File: src/rtl/ret_addr_stack.sv
// Return address stack with a speculative fetch-side copy and a committed retire-side copy.
// A mispredict flush reloads the speculative copy from the committed copy, including this cycle's commit.
module ret_addr_stack #(
    parameter int ADDR      = 32,
    parameter int RAS_DEPTH = 8,
    parameter int RAS       = $clog2(RAS_DEPTH)
) (
    input  logic            clk,
    input  logic            reset_,
    input  logic            inst_e_,
    input  logic [ADDR-1:0] inst_pc,
    input  logic            inst_call_,
    input  logic            inst_return_,
    output logic            ret_v,
    output logic [ADDR-1:0] ret_pc,
    input  logic            jump_commit_,
    input  logic            jump_call_,
    input  logic            jump_return_,
    input  logic [ADDR-1:0] com_pc,
    input  logic            flush_
);

    localparam logic [RAS:0]    CNT_FULL = (RAS+1)'(RAS_DEPTH);
    localparam logic [RAS:0]    CNT_ONE  = (RAS+1)'(1);
    localparam logic [RAS:0]    CNT_ZERO = (RAS+1)'(0);
    localparam logic [RAS-1:0]  SP_ONE   = RAS'(1);
    localparam logic [RAS-1:0]  SP_ZERO  = RAS'(0);
    localparam logic [ADDR-1:0] PC_STEP  = ADDR'(4);
    localparam logic [ADDR-1:0] PC_ZERO  = ADDR'(0);

    typedef struct packed {
        logic           we;
        logic [RAS-1:0] widx;
        logic [RAS-1:0] sp;
        logic [RAS:0]   cnt;
    } stk_upd_t;

    // Shared pointer/count update rule; identical for both stacks.
    function automatic stk_upd_t stack_step(
        input logic           en,
        input logic           call,
        input logic           ret,
        input logic [RAS-1:0] sp,
        input logic [RAS:0]   cnt
    );
        stk_upd_t u;
        u.we   = 1'b0;
        u.widx = sp;
        u.sp   = sp;
        u.cnt  = cnt;
        if (en && call && (!ret || cnt == CNT_ZERO)) begin
            // plain push, or call+return on an empty stack which degenerates to a push
            u.we   = 1'b1;
            u.widx = sp;
            u.sp   = sp + SP_ONE;
            u.cnt  = (cnt == CNT_FULL) ? cnt : cnt + CNT_ONE;
        end else if (en && call && ret) begin
            u.we   = 1'b1;
            u.widx = sp - SP_ONE;
        end else if (en && ret && cnt != CNT_ZERO) begin
            u.sp  = sp - SP_ONE;
            u.cnt = cnt - CNT_ONE;
        end else begin
            u.we = 1'b0;
        end
        return u;
    endfunction

    logic [ADDR-1:0] spec_entry     [RAS_DEPTH];
    logic [ADDR-1:0] com_entry      [RAS_DEPTH];
    logic [ADDR-1:0] spec_entry_nxt [RAS_DEPTH];
    logic [ADDR-1:0] com_entry_nxt  [RAS_DEPTH];
    logic [RAS-1:0]  spec_sp;
    logic [RAS-1:0]  com_sp;
    logic [RAS:0]    spec_cnt;
    logic [RAS:0]    com_cnt;
    logic [RAS-1:0]  spec_sp_nxt;
    logic [RAS:0]    spec_cnt_nxt;
    stk_upd_t        spec_upd;
    stk_upd_t        com_upd;

    // Event decode for both stacks.
    always_comb begin
        spec_upd = stack_step(!inst_e_, !inst_call_, !inst_return_, spec_sp, spec_cnt);
        com_upd  = stack_step(!jump_commit_, !jump_call_, !jump_return_, com_sp, com_cnt);
    end

    // Next contents of both stacks; a flush discards the fetch event and copies the committed result.
    always_comb begin
        com_entry_nxt = com_entry;
        if (com_upd.we) begin
            com_entry_nxt[com_upd.widx] = com_pc + PC_STEP;
        end else begin
            com_entry_nxt = com_entry;
        end
        spec_entry_nxt = spec_entry;
        spec_sp_nxt    = spec_upd.sp;
        spec_cnt_nxt   = spec_upd.cnt;
        if (!flush_) begin
            spec_entry_nxt = com_entry_nxt;
            spec_sp_nxt    = com_upd.sp;
            spec_cnt_nxt   = com_upd.cnt;
        end else if (spec_upd.we) begin
            spec_entry_nxt[spec_upd.widx] = inst_pc + PC_STEP;
        end else begin
            spec_entry_nxt = spec_entry;
        end
    end

    // State registers for both stacks.
    always_ff @(posedge clk or negedge reset_) begin
        if (!reset_) begin
            for (int i = 0; i < RAS_DEPTH; i++) begin
                spec_entry[i] <= PC_ZERO;
                com_entry[i]  <= PC_ZERO;
            end
            spec_sp  <= SP_ZERO;
            spec_cnt <= CNT_ZERO;
            com_sp   <= SP_ZERO;
            com_cnt  <= CNT_ZERO;
        end else begin
            spec_entry <= spec_entry_nxt;
            com_entry  <= com_entry_nxt;
            spec_sp    <= spec_sp_nxt;
            spec_cnt   <= spec_cnt_nxt;
            com_sp     <= com_upd.sp;
            com_cnt    <= com_upd.cnt;
        end
    end

    assign ret_v  = (spec_cnt != CNT_ZERO);
    assign ret_pc = spec_entry[spec_sp - SP_ONE];

endmodule

File: config.mk
export PLATFORM = sky130hd
export DESIGN_NAME = ret_addr_stack
export DESIGN_NICKNAME = d
export VERILOG_FILES = /design/src/rtl/ret_addr_stack.sv
export SDC_FILE = /design/constraint.sdc
export NUM_CORES = 1
export LEC_CHECK = 0
export ABC_AREA = 0
export ABC_CLOCK_PERIOD_IN_PS = 4700
export CAP_MARGIN = 20
export CELL_PAD_IN_SITES_DETAIL_PLACEMENT = 1
export CELL_PAD_IN_SITES_GLOBAL_PLACEMENT = 1
export CORE_MARGIN = 2
export CORE_UTILIZATION = 40
export DETAILED_ROUTE_END_ITERATION = 10
export GPL_TIMING_DRIVEN = 0
export MAX_ROUTING_LAYER = met4
export PLACE_DENSITY_LB_ADDON = 0.1
export SLEW_MARGIN = 20
export SYNTH_ARGS = -nofsm -noshare
export SYNTH_HDL_FRONTEND = slang
export SYNTH_SLANG_ARGS = --single-unit
export TNS_END_PERCENT = 20
File: constraint.sdc
create_clock -name clk -period 4.7 [get_ports clk]
set_input_delay 0.94 -clock clk [delete_from_list [all_inputs] [get_ports clk]]
set_output_delay 0.94 -clock clk [all_outputs]
set_load 0.05 [all_outputs]
==> results of run 1 <==
[routing by layer]
| layer | part of all wire, % | global-route usage (%) | vias up |
|---|---|---|---|
| met4 | 5.1 | 16.36 | 0 |
| met1 | 42 | 46.98 | 12564 |
| met5 | 0 | - | - |
| met3 | 8.4 | 6.981 | 303 |
| li1 | - | - | 9787 |
| met2 | 45 | 54.24 | 1183 |
[synthesized netlist by cell type (10+ instances only)]
cell type	number
o31ai_1	14
ha_1	10
nand3_1	98
a22oi_1	11
a21oi_1	34
o31a_1	18
nor2_1	194
mux2i_1	140
clkbuf_1	120
a32oi_1	35
dfrtp_1	526
or2_2	14
and4_1	11
xnor2_1	24
xor2_1	14
mux4_2	64
nor3_1	175
buf_2	49
nor4_1	20
o32ai_1	91
mux2_2	66
inv_1	144
a31oi_1	24
o221ai_1	72
o21ai_0	156
nand2_1	182
nand4_1	24
o21a_1	15
[cell usage in the layout, fill, tap and decap left out, drive strengths merged, types with 31 or more instances in the layout]
cell type,count
dfrtp,526
clkbuf,222
nor2,194
nand2,182
nor3,178
o21ai,164
inv,147
mux2i,140
nand3,98
o32ai,91
buf,87
mux2,81
o221ai,72
clkdlybuf4s50,66
mux4,64
a32oi,35
a21oi,34
nor4,31
[final timing paths]
check / from / end / slack, ns / depth (start not counted)
setup / recovery: com_sp[0] / spec_entry[95] / 0.10 / 8
min in group clk: com_entry[200] / com_entry[200] / 0.47 / 2
hold / removal: reset_ / com_entry[129] / 0.08 / 1
setup reg to reg: com_sp[0] / spec_entry[95] / 0.10 / 8
max in group asynchronous: reset_ / com_entry[47] / 2.96 / 4
hold reg to reg: com_entry[200] / com_entry[200] / 0.47 / 2
[worst register-to-register path: stages, from the launching register on]
cell,delay (ns)
dfrtp_1,0.57
inv_1,0.21
ha_1,0.34
nor4b_1,0.74
o2111ai_2,0.59
nand2_1,0.63
clkbuf_1,0.89
nor2_1,0.14
o32ai_1,0.39
[power groups by stage]
stage	Clock (W)	Sequential (W)	Combinational (W)
global route	0.00482	0.00795	0.0115
finish	0.00462	0.00776	0.0108
detailed placement	0	0.00777	0.0109
global placement	0	0.00776	0.0105
floorplan	0	0.00739	0.00706
CTS	0.00467	0.00772	0.0108
[sequential cells by signal, indices dropped and copies added (netlist names)]
register,flops
com_entry,256
spec_entry,256
com_cnt,4
spec_cnt,4
com_sp,3
spec_sp,3
[per-stage QoR]
step,power [W],setup TNS (ns),instance area (sq um)
floorplan,0.01445,0,26730
global placement,0.01828,-,28800
detailed placement,0.01868,-32.60,29230
CTS,0.02315,-1.572,31150
global route,0.02424,-0.1494,31160
finish,0.02322,0,31160
[final cells by class]
class	count	share of cell area, %
repair buffers	118	3.890
inverters	146	1.759
flip-flops and latches	526	42.24
plain buffers	182	2.718
clock buffers	96	5.701
diodes	5	0.04015
clock inverters	12	0.3212
multi-input cells	1680	39.86
well taps	864	3.469
[kinds of logic after synthesis]
kind of cell / after synthesis / synth area share [%]
AND/OR/NAND/NOR: 802 / 14.85
AO/OA/AOI/OAI: 544 / 14.91
flip-flops: 526 / 49.25
buffers and inverters: 328 / 5.033
multiplexers: 285 / 14.18
XOR/XNOR: 38 / 1.245
adder cells (fa/ha/maj): 11 / 0.5430
[what timing repair did]
action | 4_1_cts | 5_1_grt
endpoints found under the setup margin | 33 | 32
gates cloned | 0 | 0
resized for setup | 71 | 29
setup buffers | 1 | 0
==> flow_metrics.py, run 1 <==
metrics = {
    "cells_and_area": {
        "stdcell_count": 3629,
        "utilization_pct": 47.23,
        "multi_input_area_sq_um": 12420,
        "drive_gt1_share_pct": 14.78,
        "fillerInstances": 7173,
        "layout.nets": 2798,
        "seq_area_sq_um": 13160,
        "areaGrowthSynthToFinish_pct": 16.60,
    },
    "synthesis": {
        "yosysTopAreaCellShare_pct": 49.25,
        "synthDistinctLibCells": 83,
        "yosys_warnings": 0,
        "synth-main-ff-cell": "dfrtp_1",
        "synthTopCellsByArea": "dfrtp_1, mux4_2, mux2i_1",
        "synth-edff-count": 0,
        "seq_area_frac_synth_pct": 49.25,
        "postSynthCellCount": 2534,
        "synth_nets": 2618,
        "async_reset_ff_share_pct": 100.0,
        "yosys_register_bits": 526,
        "netlist_area_sq_um": 26730,
        "synth_top_area_cell": "dfrtp_1",
        "avgSynthCellArea_sq_um": 10.55,
    },
    "clocking": {
        "cts_hold_buf": 0,
        "insertion_delay_ns": 0.65,
        "clockRootBuffer": "clkbuf_16",
        "htree_levels": 2,
        "cts_num_sinks": 526,
        "cts.clk_slew.worst_paths_ns": 0.06,
        "cts_buffers": 60,
        "cts.path.max_buffers": 3,
        "cts_tree": "done",
    },
    "die": {
        "core.rowCount": 94,
        "die_width_um": 262.5,
        "ioPinCount": 106,
        "die_h_um": 262.5,
        "initial_core_util_pct": 40.51,
        "core_area_sq_um": 65980,
        "dieArea_sq_um": 68900,
    },
    "power_and_ir_drop": {
        "powerDensity_nw_per_um2": 745.1,
        "p_seq_share_pct": 33.4,
        "switchingPower_w": 0.01011,
        "combPwrFrac_pct": 46.7,
        "power.internal_w": 0.01311,
        "leakage_nw": 13.10,
        "p_clk_share_pct": 19.9,
        "vdd_drop_max_mv": 0.6986,
        "swShare_pct": 43.53,
    },
    "worst_setup_path": {
        "worst-path-buf-inv": 2,
        "cp_slowest_cell": "clkbuf_1",
        "required_ns": 5.23,
        "crit_chain": "inv_1 -> ha_1 -> nor4b_1 -> o2111ai_2 -> nand2_1 -> clkbuf_1 -> nor2_1 -> o32ai_1",
        "crit_family": "simple AND/OR/NAND/NOR gates",
        "crit_arrival_ns": 5.13,
        "path_class": "register to register",
        "max_stage_delay_ns": 0.89,
        "path_max_fanout": 10,
        "critPathCaptureType": "register",
        "cp-start-kind": "register",
    },
    "sta": {
        "finalCritPeriodShare_pct": 97.87,
        "finalCriticalPeriod_ns": 4.600,
        "skew_ns": 0.02658,
        "max-slew-margin-rel_pct": 19.72,
        "finalWorstSetupSlack_ns": 0.1001,
        "tightest_slew_ns": 1.204,
        "drv_slew": 0,
        "hold_viol_final": 0,
        "whs_ns": 0.07638,
        "finalSetupViolCount": 0,
        "rsz0062_at_grt": "yes",
        "max_freq_ghz": 0.2174,
    },
    "route": {
        "drt_iter0_markers": 2375,
        "vias": 23837,
        "drt_wl_total_um": 120900,
        "wl_per_cell_um": 33.32,
        "ant_nets": 0,
        "first_pass_iters": 6,
        "via_per_inst": 6.568,
        "drc": 0,
    },
    "placed_design": {
        "dpl_worst_slack_ns": -1.205,
        "dp_hpwl_um": 86660,
        "gp_congestion": 0.9650,
        "placed_cells": 3515,
        "io_buffers": 99,
    },
    "grt": {
        "grt_pass1_vias": 24935,
        "grt_max_degree": 99,
        "grt_usage_pct": 35.93,
        "antenna_found_initial": 5,
        "overflow": 0,
        "grt_pass1_wl_um": 175600,
    },
    "status": {
        "status": "complete, no violations",
    },
    "run": {
        "cap_violations": 0,
    },
    "min_path": {
        "hold_path_class": "input port to async pin",
    },
}
Note: power is estimated with default switching activity, not from simulation.
==> run 2, diff against run 1 <==
--- a/config.mk
+++ b/config.mk
@@ -6,7 +6,7 @@
 export NUM_CORES = 1
 export LEC_CHECK = 0
 export ABC_AREA = 0
-export ABC_CLOCK_PERIOD_IN_PS = 4700
+export ABC_CLOCK_PERIOD_IN_PS = 3700
 export CAP_MARGIN = 20
 export CELL_PAD_IN_SITES_DETAIL_PLACEMENT = 1
 export CELL_PAD_IN_SITES_GLOBAL_PLACEMENT = 1
@@ -14,7 +14,6 @@
 export CORE_UTILIZATION = 40
 export DETAILED_ROUTE_END_ITERATION = 10
 export GPL_TIMING_DRIVEN = 0
-export MAX_ROUTING_LAYER = met4
 export PLACE_DENSITY_LB_ADDON = 0.1
 export SLEW_MARGIN = 20
 export SYNTH_ARGS = -nofsm -noshare
==> constraint.sdc (replaced) <==
create_clock -name clk -period 3.7 [get_ports clk]
set_input_delay 0.74 -clock clk [delete_from_list [all_inputs] [get_ports clk]]
set_output_delay 0.74 -clock clk [all_outputs]
set_load 0.05 [all_outputs]
==> flow_metrics.py, run 2 (synthesis gave the netlist of run 1 again) <==
metrics = {
    "status": {
        "status": "complete, no violations",
    },
    "power_and_ir_drop": {
        "leakage_nw": 13.31,
        "vdd_drop_max_mv": 0.5987,
        "power.internal_w": 0.01743,
        "p_clk_share_pct": 21.0,
        "combPwrFrac_pct": 46.5,
        "power_w": 0.03038,
        "swShare_pct": 42.64,
        "powerDensity_nw_per_um2": 961.4,
        "p_seq_share_pct": 32.6,
        "switchingPower_w": 0.01296,
    },
    "sta": {
        "tightest_slew_ns": 1.278,
        "skew_ns": 0.01137,
        "finalWorstSetupSlack_ns": 0.007808,
        "rsz0062_at_grt": "yes",
        "finalCriticalPeriod_ns": 3.692,
        "whs_ns": 0.05351,
        "drv_slew": 0,
        "max_freq_ghz": 0.2708,
        "hold_viol_final": 0,
        "finalCritPeriodShare_pct": 99.79,
        "max-slew-margin-rel_pct": 14.77,
        "final.setup.tns_ns": 0,
        "finalSetupViolCount": 0,
    },
    "clocking": {
        "htree_levels": 2,
        "insertion_delay_ns": 0.64,
        "cts_tree": "done",
        "cts_buffers": 60,
        "clockRootBuffer": "clkbuf_16",
        "cts_hold_buf": 0,
        "cts_num_sinks": 526,
        "cts.path.max_buffers": 3,
        "cts.clk_slew.worst_paths_ns": 0.06,
    },
    "die": {
        "ioPinCount": 106,
        "core.rowCount": 94,
        "die_h_um": 262.5,
        "die_width_um": 262.5,
        "core_area_sq_um": 65980,
        "dieArea_sq_um": 68900,
        "initial_core_util_pct": 40.51,
    },
    "route": {
        "vias": 23795,
        "drt_wl_total_um": 120300,
        "ant_nets": 0,
        "via_per_inst": 6.555,
        "drc": 0,
        "wl_per_cell_um": 33.13,
        "drt_iter0_markers": 2320,
        "first_pass_iters": 5,
    },
    "cells_and_area": {
        "final_common_cell": "dfrtp_1",
        "layout_common_cells": "dfrtp_1, nor2_1, nand2_1",
        "areaGrowthSynthToFinish_pct": 18.23,
        "largest_registers": "com_entry: 256 flops, spec_entry: 256 flops",
        "drive_gt1_share_pct": 16.89,
        "layout.nets": 2801,
        "fin_area_sq_um": 31600,
    },
    "placed_design": {
        "gp_congestion": 0.9481,
        "dpl_worst_slack_ns": -1.892,
        "dp_hpwl_um": 86080,
        "io_buffers": 99,
        "placed_area_sq_um": 29230,
    },
    "worst_setup_path": {
        "crit_arrival_ns": 2.95,
        "cp_slowest_cell": "dfrtp_2",
        "r2r_cells": 9,
        "rrSetupSlack_ns": 0.02,
        "cp-start-kind": "register",
        "r2r_end": "spec_entry[117]",
        "worst-path-buf-inv": 5,
        "required_ns": 2.96,
        "crit_family": "buffers and inverters",
        "path_max_fanout": 10,
        "reg2reg_from": "com_sp[0]",
        "path_class": "register to output pin",
        "max_stage_delay_ns": 0.38,
        "critPathCaptureType": "output pin",
        "crit_chain": "clkbuf_8 -> clkinvlp_4 -> ha_4 -> clkbuf_16 -> clkbuf_16 -> mux4_2 -> nand2_1 -> nand2_1 -> clkdlybuf4s15_2",
    },
    "grt": {
        "overflow": 0,
        "antenna_found_initial": 6,
        "grt_pass1_wl_um": 175200,
        "grt_usage_pct": 34.70,
        "grt_max_degree": 99,
        "grt_pass1_vias": 24832,
    },
    "run": {
        "cap_violations": 0,
    },
    "min_path": {
        "hold_path_class": "input port to async pin",
    },
}
[run 2: cell type report]
| type | instances | area (sq um) |
|---|---|---|
| Clock buffer | 89 | 1770 |
| Multi-Input combinational cell | 1680 | 12500 |
| Timing Repair Buffer | 124 | 1194 |
| Fill cell | 7179 | 34380 |
| Antenna cell | 1 | 2.502 |
| Tap cell | 864 | 1081 |
| Clock inverter | 21 | 320.3 |
| Inverter | 146 | 551.8 |
| Sequential cell | 526 | 13170 |
| Buffer | 179 | 1016 |
[run 2: power groups by stage]
stage / clock [W] / sequential (W) / combinational, W
final: 0.00638 / 0.00989 / 0.0141
after global routing: 0.00666 / 0.0101 / 0.0150
after CTS: 0.00644 / 0.00984 / 0.0140
after detailed placement: 0 / 0.00990 / 0.0138
after global placement: 0 / 0.00986 / 0.0133
after floorplan: 0 / 0.00939 / 0.00897
[run 2: worst reg2reg max path: stages, from the launching register on]
cell	delay, ns
dfrtp_1	0.57
inv_1	0.22
ha_1	0.34
nor4b_2	0.48
nand3_1	0.41
and3_1	0.31
buf_2	0.23
clkbuf_2	0.39
o311ai_0	0.45
o31ai_1	0.13
[run 2: through the flow]
stage	instances	utilization, %
2_1_floorplan	2534	-
3_3_place_gp	3497	43.65
3_5_place_dp	3518	44.31
4_1_cts	3627	47.82
5_1_grt	3629	47.89
6_report	3630	47.89
[run 2: timing repair]
action / in CTS / in global routing
setup endpoints to repair: 335 / 119
buffers inserted: 2 / 2
pin swaps: 0 / 1
endpoints found under the hold margin: 0 / 0
gates resized for setup: 230 / 37
[run 2: per-layer routing]
metal  track usage, %  vias up  wire [um]
met2            54.05     1197      54240
li1                 -     9799          -
met4            15.75       12       5909
met5                0        -         79
met1            46.41    12457      49550
met3            7.665      330      10470
[run 2: worst max-delay path by stage]
stage | startpoint | end | slack (ns) | cells after the start
floorplan | spec_sp[0] | ret_pc[13] | 0.35 | 8
global placement | reset_ | com_entry[80] | -22.11 | 1
detailed placement | spec_sp[0] | ret_pc[19] | -1.89 | 9
CTS | spec_sp[0] | ret_pc[22] | -0.08 | 9
global route | com_sp[0] | spec_entry[60] | -0.07 | 8
finish | spec_sp[0] | ret_pc[15] | 0.008 | 9
